File: config.mk
export PLATFORM = sky130hd
export DESIGN_NAME = monster_collision_dir_gen_flat
export DESIGN_NICKNAME = d
export VERILOG_FILES = /design/src/rtl/monster_pkg.sv /design/src/rtl/monster_collision_dir_gen_if.sv /design/src/rtl/monster_collision_dir_gen_lfsr16.sv /design/src/rtl/monster_collision_dir_gen.sv /design/src/flat_wrapper.sv
export SDC_FILE = /design/constraint.sdc
export NUM_CORES = 1
export LEC_CHECK = 0
export CORE_MARGIN = 10
export CORE_UTILIZATION = 43
export DETAILED_ROUTE_END_ITERATION = 16
export PLACE_DENSITY = 0.76
export SLEW_MARGIN = 15
export SYNTH_ARGS = -nofsm -noshare
export SYNTH_HDL_FRONTEND = slang
export SYNTH_SLANG_ARGS = --single-unit
File: constraint.sdc
create_clock -name clk -period 1.37 [get_ports clk]
set_clock_uncertainty 0.1 [all_clocks]
set_input_delay 0.3425 -clock clk [delete_from_list [all_inputs] [get_ports clk]]
set_output_delay 0.3425 -clock clk [all_outputs]
set_load 0.05 [all_outputs]
File: src/rtl/monster_pkg.sv
// -----------------------------------------------------------------------------
// monster_pkg
// Shared definitions for the monster motion path: collision-side codes,
// random-walk direction codes, the collision FSM state type and the default
// sprite / timing parameters.
// No ports (package).
// -----------------------------------------------------------------------------
package monster_pkg;

    // Default sprite edge length in pixels (power of two).
    localparam int          OBJECT_SIZE_DEF    = 32;
    // Default number of startOfFrame pulses per oneSecPulse.
    localparam int          FRAMES_PER_SEC_DEF = 30;
    // Default LFSR reset / reload value (must be non-zero).
    localparam logic [15:0] LFSR_SEED_DEF      = 16'hACE1;

    // Side of the sprite that touched the wall.
    typedef enum logic [1:0] {
        DIR_RIGHT = 2'b00,
        DIR_LEFT  = 2'b01,
        DIR_DOWN  = 2'b10,
        DIR_UP    = 2'b11
    } coll_dir_e;

    // Random-walk direction handed to the motion FSM.
    typedef enum logic [1:0] {
        MOVE_RIGHT = 2'd0,
        MOVE_DOWN  = 2'd1,
        MOVE_LEFT  = 2'd2,
        MOVE_UP    = 2'd3
    } move_dir_e;

    // Collision reporting FSM.
    typedef enum logic [1:0] {
        IDLE_ST  = 2'd0,
        ARMED_ST = 2'd1,
        HIT_ST   = 2'd2
    } coll_state_e;

endpackage

File: src/rtl/monster_collision_dir_gen_if.sv
// -----------------------------------------------------------------------------
// monster_collision_dir_gen_if
// Groups the per-pixel inputs and the steering outputs of
// monster_collision_dir_gen.
//   master : the video/game side, drives frame, pixel and sprite position,
//            receives the steering outputs.
//   slave  : monster_collision_dir_gen itself.
// Signals:
//   startOfFrame            one-cycle pulse at frame start
//   playGame                game-running enable
//   drawing_request_monster current pixel is a monster pixel
//   drawing_request_wall    current pixel is a wall pixel
//   pixelX / pixelY         current pixel column / row (signed 11 bit)
//   monsterTopLeftX/Y       monster top-left corner (signed 11 bit)
//   monsterCollision        one-cycle collision pulse, at most one per frame
//   collision_direction     hit side: 00 right, 01 left, 10 down, 11 up
//   random_move             random direction: 0 right, 1 down, 2 left, 3 up
//   oneSecPulse             one-cycle pulse once per second of frames
// -----------------------------------------------------------------------------
interface monster_collision_dir_gen_if;

    logic               startOfFrame;
    logic               playGame;
    logic               drawing_request_monster;
    logic               drawing_request_wall;
    logic signed [10:0] pixelX;
    logic signed [10:0] pixelY;
    logic signed [10:0] monsterTopLeftX;
    logic signed [10:0] monsterTopLeftY;

    logic               monsterCollision;
    logic [1:0]         collision_direction;
    logic [1:0]         random_move;
    logic               oneSecPulse;

    modport master (
        output startOfFrame, playGame,
        output drawing_request_monster, drawing_request_wall,
        output pixelX, pixelY, monsterTopLeftX, monsterTopLeftY,
        input  monsterCollision, collision_direction, random_move, oneSecPulse
    );

    modport slave (
        input  startOfFrame, playGame,
        input  drawing_request_monster, drawing_request_wall,
        input  pixelX, pixelY, monsterTopLeftX, monsterTopLeftY,
        output monsterCollision, collision_direction, random_move, oneSecPulse
    );

endinterface

File: src/rtl/monster_collision_dir_gen_lfsr16.sv
// -----------------------------------------------------------------------------
// lfsr16
// 16-bit Fibonacci LFSR, shifts left every clock, taps 16/14/13/11
// (feedback = q[15]^q[13]^q[12]^q[10]). Loads `seed` on reset and reloads it
// if the register is ever found at zero, so the sequence cannot lock up.
// Ports:
//   clk     system clock
//   resetN  asynchronous active-low reset
//   seed    non-zero reset / reload value
//   q       current LFSR contents
// -----------------------------------------------------------------------------
module lfsr16 (
    input  logic        clk,
    input  logic        resetN,
    input  logic [15:0] seed,
    output logic [15:0] q
);

    logic [15:0] lfsr_q;
    logic [15:0] lfsr_d;
    logic        feedback;

    // NOTE: every variable assigned in an always_comb gets a default first,
    // so no path through the block can leave it unassigned and infer a latch.
    always_comb begin
        feedback = lfsr_q[15] ^ lfsr_q[13] ^ lfsr_q[12] ^ lfsr_q[10];
        lfsr_d   = {lfsr_q[14:0], feedback};
        if (lfsr_q == 16'h0000) begin
            lfsr_d = seed;
        end
    end

    // NOTE: state registers use non-blocking assignments only, with the
    // asynchronous active-low reset in the sensitivity list, so all flops
    // update together on the edge regardless of statement order.
    always_ff @(posedge clk or negedge resetN) begin
        if (!resetN) begin
            lfsr_q <= seed;
        end else begin
            lfsr_q <= lfsr_d;
        end
    end

    assign q = lfsr_q;

endmodule

File: src/rtl/monster_collision_dir_gen.sv
// -----------------------------------------------------------------------------
// monster_collision_dir_gen
// Upstream stage of the random-walk monster motion FSM.
//  * Detects the first monster/wall pixel overlap of each frame, classifies it
//    by the nearest sprite edge and reports it as a single one-cycle
//    monsterCollision pulse with a held collision_direction code.
//  * Divides startOfFrame down to a once-per-second oneSecPulse.
//  * Samples an LFSR into random_move on every startOfFrame.
// Ports:
//   clk     system clock
//   resetN  asynchronous active-low reset
//   bus     monster_collision_dir_gen_if.slave (pixel inputs, steering outputs)
// -----------------------------------------------------------------------------
module monster_collision_dir_gen
    import monster_pkg::*;
#(
    parameter int          OBJECT_SIZE    = OBJECT_SIZE_DEF,
    parameter int          FRAMES_PER_SEC = FRAMES_PER_SEC_DEF,
    parameter logic [15:0] LFSR_SEED      = LFSR_SEED_DEF
) (
    input  logic                         clk,
    input  logic                         resetN,
    monster_collision_dir_gen_if.slave   bus
);

    localparam int OFF_W = $clog2(OBJECT_SIZE);
    localparam int CNT_W = $clog2(FRAMES_PER_SEC);
    localparam logic [CNT_W-1:0] CNT_LAST = CNT_W'(FRAMES_PER_SEC - 1);

    // ------------------------------------------------------------------
    // Side classification
    // ------------------------------------------------------------------
    logic               overlap;
    logic signed [10:0] off_x;
    logic signed [10:0] off_y;
    logic [OFF_W-1:0]   d_l;
    logic [OFF_W-1:0]   d_r;
    logic [OFF_W-1:0]   d_t;
    logic [OFF_W-1:0]   d_b;
    coll_dir_e          side;

    always_comb begin
        overlap = bus.drawing_request_monster & bus.drawing_request_wall;
        off_x   = bus.pixelX - bus.monsterTopLeftX;
        off_y   = bus.pixelY - bus.monsterTopLeftY;
        // Only the position inside the sprite matters; with a power-of-two
        // size, OBJECT_SIZE-1-off is simply the bitwise complement.
        d_l     = off_x[OFF_W-1:0];
        d_r     = ~off_x[OFF_W-1:0];
        d_t     = off_y[OFF_W-1:0];
        d_b     = ~off_y[OFF_W-1:0];

        // Nearest edge wins; the test order gives ties to up, down, left.
        if ((d_t <= d_b) && (d_t <= d_l) && (d_t <= d_r)) begin
            side = DIR_UP;
        end else if ((d_b <= d_l) && (d_b <= d_r)) begin
            side = DIR_DOWN;
        end else if (d_l <= d_r) begin
            side = DIR_LEFT;
        end else begin
            side = DIR_RIGHT;
        end
    end

    // ------------------------------------------------------------------
    // Collision FSM: state register / next state / outputs
    // ------------------------------------------------------------------
    coll_state_e state_q;
    coll_state_e state_d;
    logic        hit_q;
    logic        hit_d;
    coll_dir_e   dir_q;
    coll_dir_e   dir_d;

    always_ff @(posedge clk or negedge resetN) begin
        if (!resetN) begin
            state_q <= IDLE_ST;
        end else begin
            state_q <= state_d;
        end
    end

    always_comb begin
        state_d = state_q;
        unique case (state_q)
            IDLE_ST:  if (bus.playGame)     state_d = ARMED_ST;
            // An overlap in the frame-start cycle still counts here.
            ARMED_ST: if (overlap)          state_d = HIT_ST;
            // Re-arm on frame start; an overlap in that same cycle is dropped.
            HIT_ST:   if (bus.startOfFrame) state_d = ARMED_ST;
            default:                        state_d = IDLE_ST;
        endcase
        if (!bus.playGame) begin
            state_d = IDLE_ST;
        end
    end

    always_comb begin
        hit_d = (state_q == ARMED_ST) && overlap && bus.playGame;
        dir_d = hit_d ? side : dir_q;
    end

    always_ff @(posedge clk or negedge resetN) begin
        if (!resetN) begin
            hit_q <= 1'b0;
            dir_q <= DIR_RIGHT;
        end else begin
            hit_q <= hit_d;
            dir_q <= dir_d;
        end
    end

    // A registered hit is suppressed in any cycle where the game is stopped.
    assign bus.monsterCollision    = hit_q & bus.playGame;
    assign bus.collision_direction = dir_q;

    // ------------------------------------------------------------------
    // Frame-to-second divider
    // ------------------------------------------------------------------
    logic [CNT_W-1:0] frame_cnt_q;
    logic [CNT_W-1:0] frame_cnt_d;
    logic             sec_q;
    logic             sec_d;

    always_comb begin
        frame_cnt_d = frame_cnt_q;
        sec_d       = 1'b0;
        if (!bus.playGame) begin
            frame_cnt_d = '0;
        end else if (bus.startOfFrame) begin
            if (frame_cnt_q == CNT_LAST) begin
                frame_cnt_d = '0;
                sec_d       = 1'b1;
            end else begin
                frame_cnt_d = frame_cnt_q + 1'b1;
            end
        end
    end

    always_ff @(posedge clk or negedge resetN) begin
        if (!resetN) begin
            frame_cnt_q <= '0;
            sec_q       <= 1'b0;
        end else begin
            frame_cnt_q <= frame_cnt_d;
            sec_q       <= sec_d;
        end
    end

    assign bus.oneSecPulse = sec_q;

    // ------------------------------------------------------------------
    // Random direction
    // ------------------------------------------------------------------
    logic [15:0] lfsr_q;
    move_dir_e   random_move_q;
    move_dir_e   random_move_d;

    lfsr16 u_lfsr (
        .clk    (clk),
        .resetN (resetN),
        .seed   (LFSR_SEED),
        .q      (lfsr_q)
    );

    // Sampled on every frame start, so it is already settled and constant
    // in the cycle oneSecPulse is high.
    always_comb begin
        random_move_d = random_move_q;
        if (bus.startOfFrame) begin
            random_move_d = move_dir_e'(lfsr_q[1:0]);
        end
    end

    always_ff @(posedge clk or negedge resetN) begin
        if (!resetN) begin
            random_move_q <= MOVE_RIGHT;
        end else begin
            random_move_q <= random_move_d;
        end
    end

    assign bus.random_move = random_move_q;

    // Bits deliberately left unused (sprite-external offset bits, LFSR body).
    logic unused_bits;
    assign unused_bits = ^{off_x[10:OFF_W], off_y[10:OFF_W], lfsr_q[15:2]};

endmodule

File: src/flat_wrapper.sv
// flat-port wrapper written by rule: the top's interface ports become plain ports
module monster_collision_dir_gen_flat import monster_pkg::*;
#(
    parameter int          OBJECT_SIZE    = OBJECT_SIZE_DEF,
    parameter int          FRAMES_PER_SEC = FRAMES_PER_SEC_DEF,
    parameter logic [15:0] LFSR_SEED      = LFSR_SEED_DEF
)
  (clk, resetN, bus_startOfFrame, bus_playGame, bus_drawing_request_monster, bus_drawing_request_wall, bus_pixelX, bus_pixelY, bus_monsterTopLeftX, bus_monsterTopLeftY, bus_monsterCollision, bus_collision_direction, bus_random_move, bus_oneSecPulse);
  monster_collision_dir_gen_if bus_i ();
  input  logic clk;
  input  logic resetN;
  input wire logic [$bits(bus_i.startOfFrame)-1:0] bus_startOfFrame;
  input wire logic [$bits(bus_i.playGame)-1:0] bus_playGame;
  input wire logic [$bits(bus_i.drawing_request_monster)-1:0] bus_drawing_request_monster;
  input wire logic [$bits(bus_i.drawing_request_wall)-1:0] bus_drawing_request_wall;
  input wire logic [$bits(bus_i.pixelX)-1:0] bus_pixelX;
  input wire logic [$bits(bus_i.pixelY)-1:0] bus_pixelY;
  input wire logic [$bits(bus_i.monsterTopLeftX)-1:0] bus_monsterTopLeftX;
  input wire logic [$bits(bus_i.monsterTopLeftY)-1:0] bus_monsterTopLeftY;
  output wire logic [$bits(bus_i.monsterCollision)-1:0] bus_monsterCollision;
  output wire logic [$bits(bus_i.collision_direction)-1:0] bus_collision_direction;
  output wire logic [$bits(bus_i.random_move)-1:0] bus_random_move;
  output wire logic [$bits(bus_i.oneSecPulse)-1:0] bus_oneSecPulse;
  assign bus_i.startOfFrame = bus_startOfFrame;
  assign bus_i.playGame = bus_playGame;
  assign bus_i.drawing_request_monster = bus_drawing_request_monster;
  assign bus_i.drawing_request_wall = bus_drawing_request_wall;
  assign bus_i.pixelX = bus_pixelX;
  assign bus_i.pixelY = bus_pixelY;
  assign bus_i.monsterTopLeftX = bus_monsterTopLeftX;
  assign bus_i.monsterTopLeftY = bus_monsterTopLeftY;
  assign bus_monsterCollision = bus_i.monsterCollision;
  assign bus_collision_direction = bus_i.collision_direction;
  assign bus_random_move = bus_i.random_move;
  assign bus_oneSecPulse = bus_i.oneSecPulse;
  monster_collision_dir_gen #(.OBJECT_SIZE(OBJECT_SIZE), .FRAMES_PER_SEC(FRAMES_PER_SEC), .LFSR_SEED(LFSR_SEED)) u_core (.clk(clk), .resetN(resetN), .bus(bus_i));
endmodule
==> impl_metrics.toml, run 1 <==
[grt]
grt_pass1_vias = 1673
antenna_found_initial = 0
overflow = 0
grt_max_degree = 18
grt_pass1_wl_mm = 7.32
grt_use_total_pct = 12.0

[synthesis]
synthSimpleGateAreaFrac_pct = 15.8
synth-compound-area-share_pct = 13.0
yosysSeqAreaShare_pct = 37.7
synthAdderAreaFrac_pct = 20.0
yosys-top-cells-area = "dfrtp_1 (27%), ha_1 (18%), dfstp_2 (11%), inv_1 (4.2%), nand2b_1 (3.5%)"
syn_avg_cell_area_um2 = 10.5
ys_types = 49
synth_xor_area_share_pct = 5.32
synth_top_family_by_area = "adder cells"
synth.area.mux_share_pct = 1.67
synth-seq-cells = 29
syn-num-nets = 265
synth_flop_cell = "dfrtp_1"
synth_edf_count = 0
synthDominantCellAreaShare_pct = 26.9
async_flop_share_pct = 100
syn_inst = 185
syn_area_um2 = 1950
yosys.area.top_type = "dfrtp_1"
ys_warn_count = 0

[worst_setup_path]
endpoint_kind = "flip-flop"
rr_worst_depth = 5
worstReg2RegStart = "u_core.frame_cnt_q[1]"
critical_path_class = "input pin to flip-flop"
r2r_slack_ns = 0.04
crit_arrival_ns = 2.79
cp-startpoint = "bus_monsterTopLeftY[3]"
reg2reg_to = "u_core.frame_cnt_q[3]"
cp-endpoint = "u_core.bus.collision_direction[0]"
startpoint_type = "input pin"
cp_max_fo = 4
required_ns = 1.48

[timing]
setup_ws_ns = -1.31
worstMarginPinSlew_ns = 0.281
hold_viol = 0
hold_ws_ns = 0.283
max_freq_ghz = 0.373
slew_headroom_pct = 81.2
rsz0062_at_grt = "true"
slew_violations = 0
fin_crit_sh_pct = 196
fin_crit_ns = 2.68
finalSetupViolations = 3

[clocking]
clock_sinks = 29
cts_root_buffer = "clkbuf_8"
h-tree-depth = 2
clock_path_buffers = 2
cts_tree = "built"
clock_latency_ns = 0.28
cts.clk_slew.worst_paths_ns = 0.06
numCtsBuffers = 5

[job]
cap_violations = 0

[cells_and_area]
multiInputGateArea_um2 = 1270
regArea_um2 = 736
n_antenna_cell = 0
mostFrequentLayoutCell = "buf_4"
fin_nets = 338
drive_gt1_share_pct = 44.8
stdcell_count = 311
syn2layout_area_growth_pct = 54.5
fillers = 336
final_cell_mix = "buf_4 (42), dfrtp_1 (21), ha_1 (18)"
fin_util_pct = 68.8

[floorplan]
start_util_pct = 44.5
std_cell_rows = 24
die-area_um2 = 7630
core_area_um2 = 4380
die_h_um = 87.4
pin_count = 56
dieWidth_um = 87.4

[drt]
totalWireLength_mm = 4.27
routed_via_density = 5.06
drtAntennaViolNets = 0
dr.pass1.iters = 4
route.detailed.drc = 0
drtIter0Drc = 95
vias = 1573
routedWlPerCell_um = 13.7

[power_and_ir_drop]
power.leakage_nw = 1.46
p_per_area_nw_per_um2 = 1140
p_total_mw = 3.44
vdd_drop_max_uv = 524

[run_status]
violations = "negative setup slack"
status = "finished, violations left"

[worst_hold_path]
hold_class = "flip-flop to flip-flop"
hold_depth = 0

[placed_design]
dp.cells = 289
dp_hpwl_mm = 3.23
port_buffers = 31
place_ws_ns = -2.03
gp_congestion = 0.873
[layer usage]
layer	track usage, %	share of wire [%]	vias up
met5	0	0	-
met4	4.78	1.8	0
met3	3.93	4.5	8
met2	20.3	51	35
met1	13.5	42	762
li1	-	-	768
[area by class of cell]
cell class	instances	share of cell area, %
Tap cell	52	2.16
Clock inverter	3	2.16
Multi-Input combinational cell	124	42.2
Timing Repair Buffer	76	23.7
Inverter	22	3.15
Clock buffer	5	2.28
Sequential cell	29	24.4
[kinds of logic after synthesis]
logic type	after synthesis
and+or+nand+nor	49
buffers and inverters	32
AOI/OAI and AO/OA	31
adders and majority gates	30
DFF	29
xor gates and xnor gates	11
muxes	3
[cells in the mapped netlist, drive strengths merged, types with 2 or more instances]
cell / count
a21oi: 5
clkbuf: 9
fa: 2
nor2b: 7
a41o: 2
o211ai: 3
mux2: 2
inv: 22
nand4: 2
dfrtp: 21
nor4: 4
xnor2: 4
o21a: 2
xor2: 7
a31oi: 3
nand2: 4
nand2b: 12
nor2: 9
o21ai: 2
dfstp: 8
ha: 28
nor3b: 2
and3: 2
a21o: 3
o211a: 2
[worst min path at each step]
stage                       startpoint                                 to  slack, ns
floorplan                       resetN  u_core.bus.collision_direction[0]      -0.05
global route                    resetN                u_core.u_lfsr.q[14]       0.29
CTS                 u_core.u_lfsr.q[8]                 u_core.u_lfsr.q[9]       0.28
global placement    u_core.u_lfsr.q[8]                 u_core.u_lfsr.q[9]       0.26
finish              u_core.u_lfsr.q[8]                 u_core.u_lfsr.q[9]       0.28
detailed placement  u_core.u_lfsr.q[3]                 u_core.u_lfsr.q[4]       0.27
[worst max-delay path: stages]
cell and delay [ns]:
clkdlybuf4s50_1 0.45, inv_1 0.06, ha_4 0.28, nor2_4 0.04, a21oi_4 0.13, xnor2_2 0.15
inv_2 0.08, ha_4 0.26, nor4b_4 0.34, nand2_1 0.13, o31a_2 0.15, o31ai_4 0.24
o2bb2ai_1 0.13
[through the flow]
| step | area, µm² | setup TNS, ns |
|---|---|---|
| floorplan | 2030 | -2.68 |
| global placement | 2670 | -5.41 |
| detailed placement | 2670 | -5.52 |
| CTS | 2940 | -2.76 |
| global route | 3010 | -2.88 |
| finish | 3010 | -2.62 |
[power breakdown]
| part | total (mW) | leakage [nW] | switching [mW] | internal, mW |
|---|---|---|---|---|
| Sequential | 0.928 | 0.337 | 0.0355 | 0.893 |
| Combinational | 1.47 | 1.06 | 0.665 | 0.801 |
| Clock | 1.05 | 0.0681 | 0.325 | 0.722 |
| Total | 3.44 | 1.46 | 1.03 | 2.42 |
[flip-flops by register name (all words and copies together), names as in the netlist]
| name | cells |
|---|---|
| u_core.bus.oneSecPulse | 1 |
| u_core.hit_q | 1 |
| u_core.u_lfsr.q | 16 |
| u_core.state_q | 2 |
| u_core.frame_cnt_q | 5 |
| u_core.bus.random_move | 2 |
| u_core.bus.collision_direction | 2 |
[repair_timing]
action | CTS | global route
gates resized for setup | 38 | 17
buffers inserted | 9 | 5
pin swaps | 18 | 16
endpoints found under the setup margin | 4 | 16
hold buffers | 0 | 0
No activity file was read; power rests on OpenSTA's default activity.
==> inputs of run 2 (changes only) <==
--- a/config.mk
+++ b/config.mk
@@ -5,11 +5,11 @@
 export SDC_FILE = /design/constraint.sdc
 export NUM_CORES = 1
 export LEC_CHECK = 0
-export CORE_MARGIN = 10
-export CORE_UTILIZATION = 43
+export CAP_MARGIN = 10
 export DETAILED_ROUTE_END_ITERATION = 16
-export PLACE_DENSITY = 0.76
+export HOLD_SLACK_MARGIN = 0.03
 export SLEW_MARGIN = 15
 export SYNTH_ARGS = -nofsm -noshare
 export SYNTH_HDL_FRONTEND = slang
+export SYNTH_HIERARCHICAL = 1
 export SYNTH_SLANG_ARGS = --single-unit
==> run 2 against run 1 <==
  * The flow now stops in synthesis (1_2_yosys)
==> impl_metrics.toml, run 2 <==
[synthesis]
netlist_top_cells_count = "ha_1 (28), inv_1 (23), a21o_1 (13), dfrtp_1 (13), nor2_1 (8)"
async_flop_share_pct = 100
yosysSeqAreaShare_pct = 20.1
synth_chip_area_um2 = 1620
synth_flop_cell = "dfrtp_1"
yosys.area.top_type = "ha_1"
synthDominantCellAreaShare_pct = 21.6
synth_edf_count = 0
synth-seq-cells = 13
yosysMostFrequentCell = "ha_1"
ys_types = 48
ys_warn_count = 0
ys_cells = 178
yosys-top-cells-area = "ha_1 (22%), dfrtp_1 (20%), a21o_1 (6.0%), inv_1 (5.3%), a21o_2 (2.7%)"

[run_status]
status = "stopped before the end"
tool.error = "ERROR: Found 16 problems in 'check -assert'."
lastStage = "synthesis (1_2_yosys)"
run 2: cells by family after synthesis:
logic type               share of synthesized area [%]
flip-flops                                        20.1
AO/OA/AOI/OAI                                     20.3
other                                            0.463
adder cells (fa/ha/maj)                           24.1
AND/OR/NAND/NOR                                   18.8
buffers and inverters                             7.18
XOR/XNOR                                          6.41
multiplexers                                      2.70
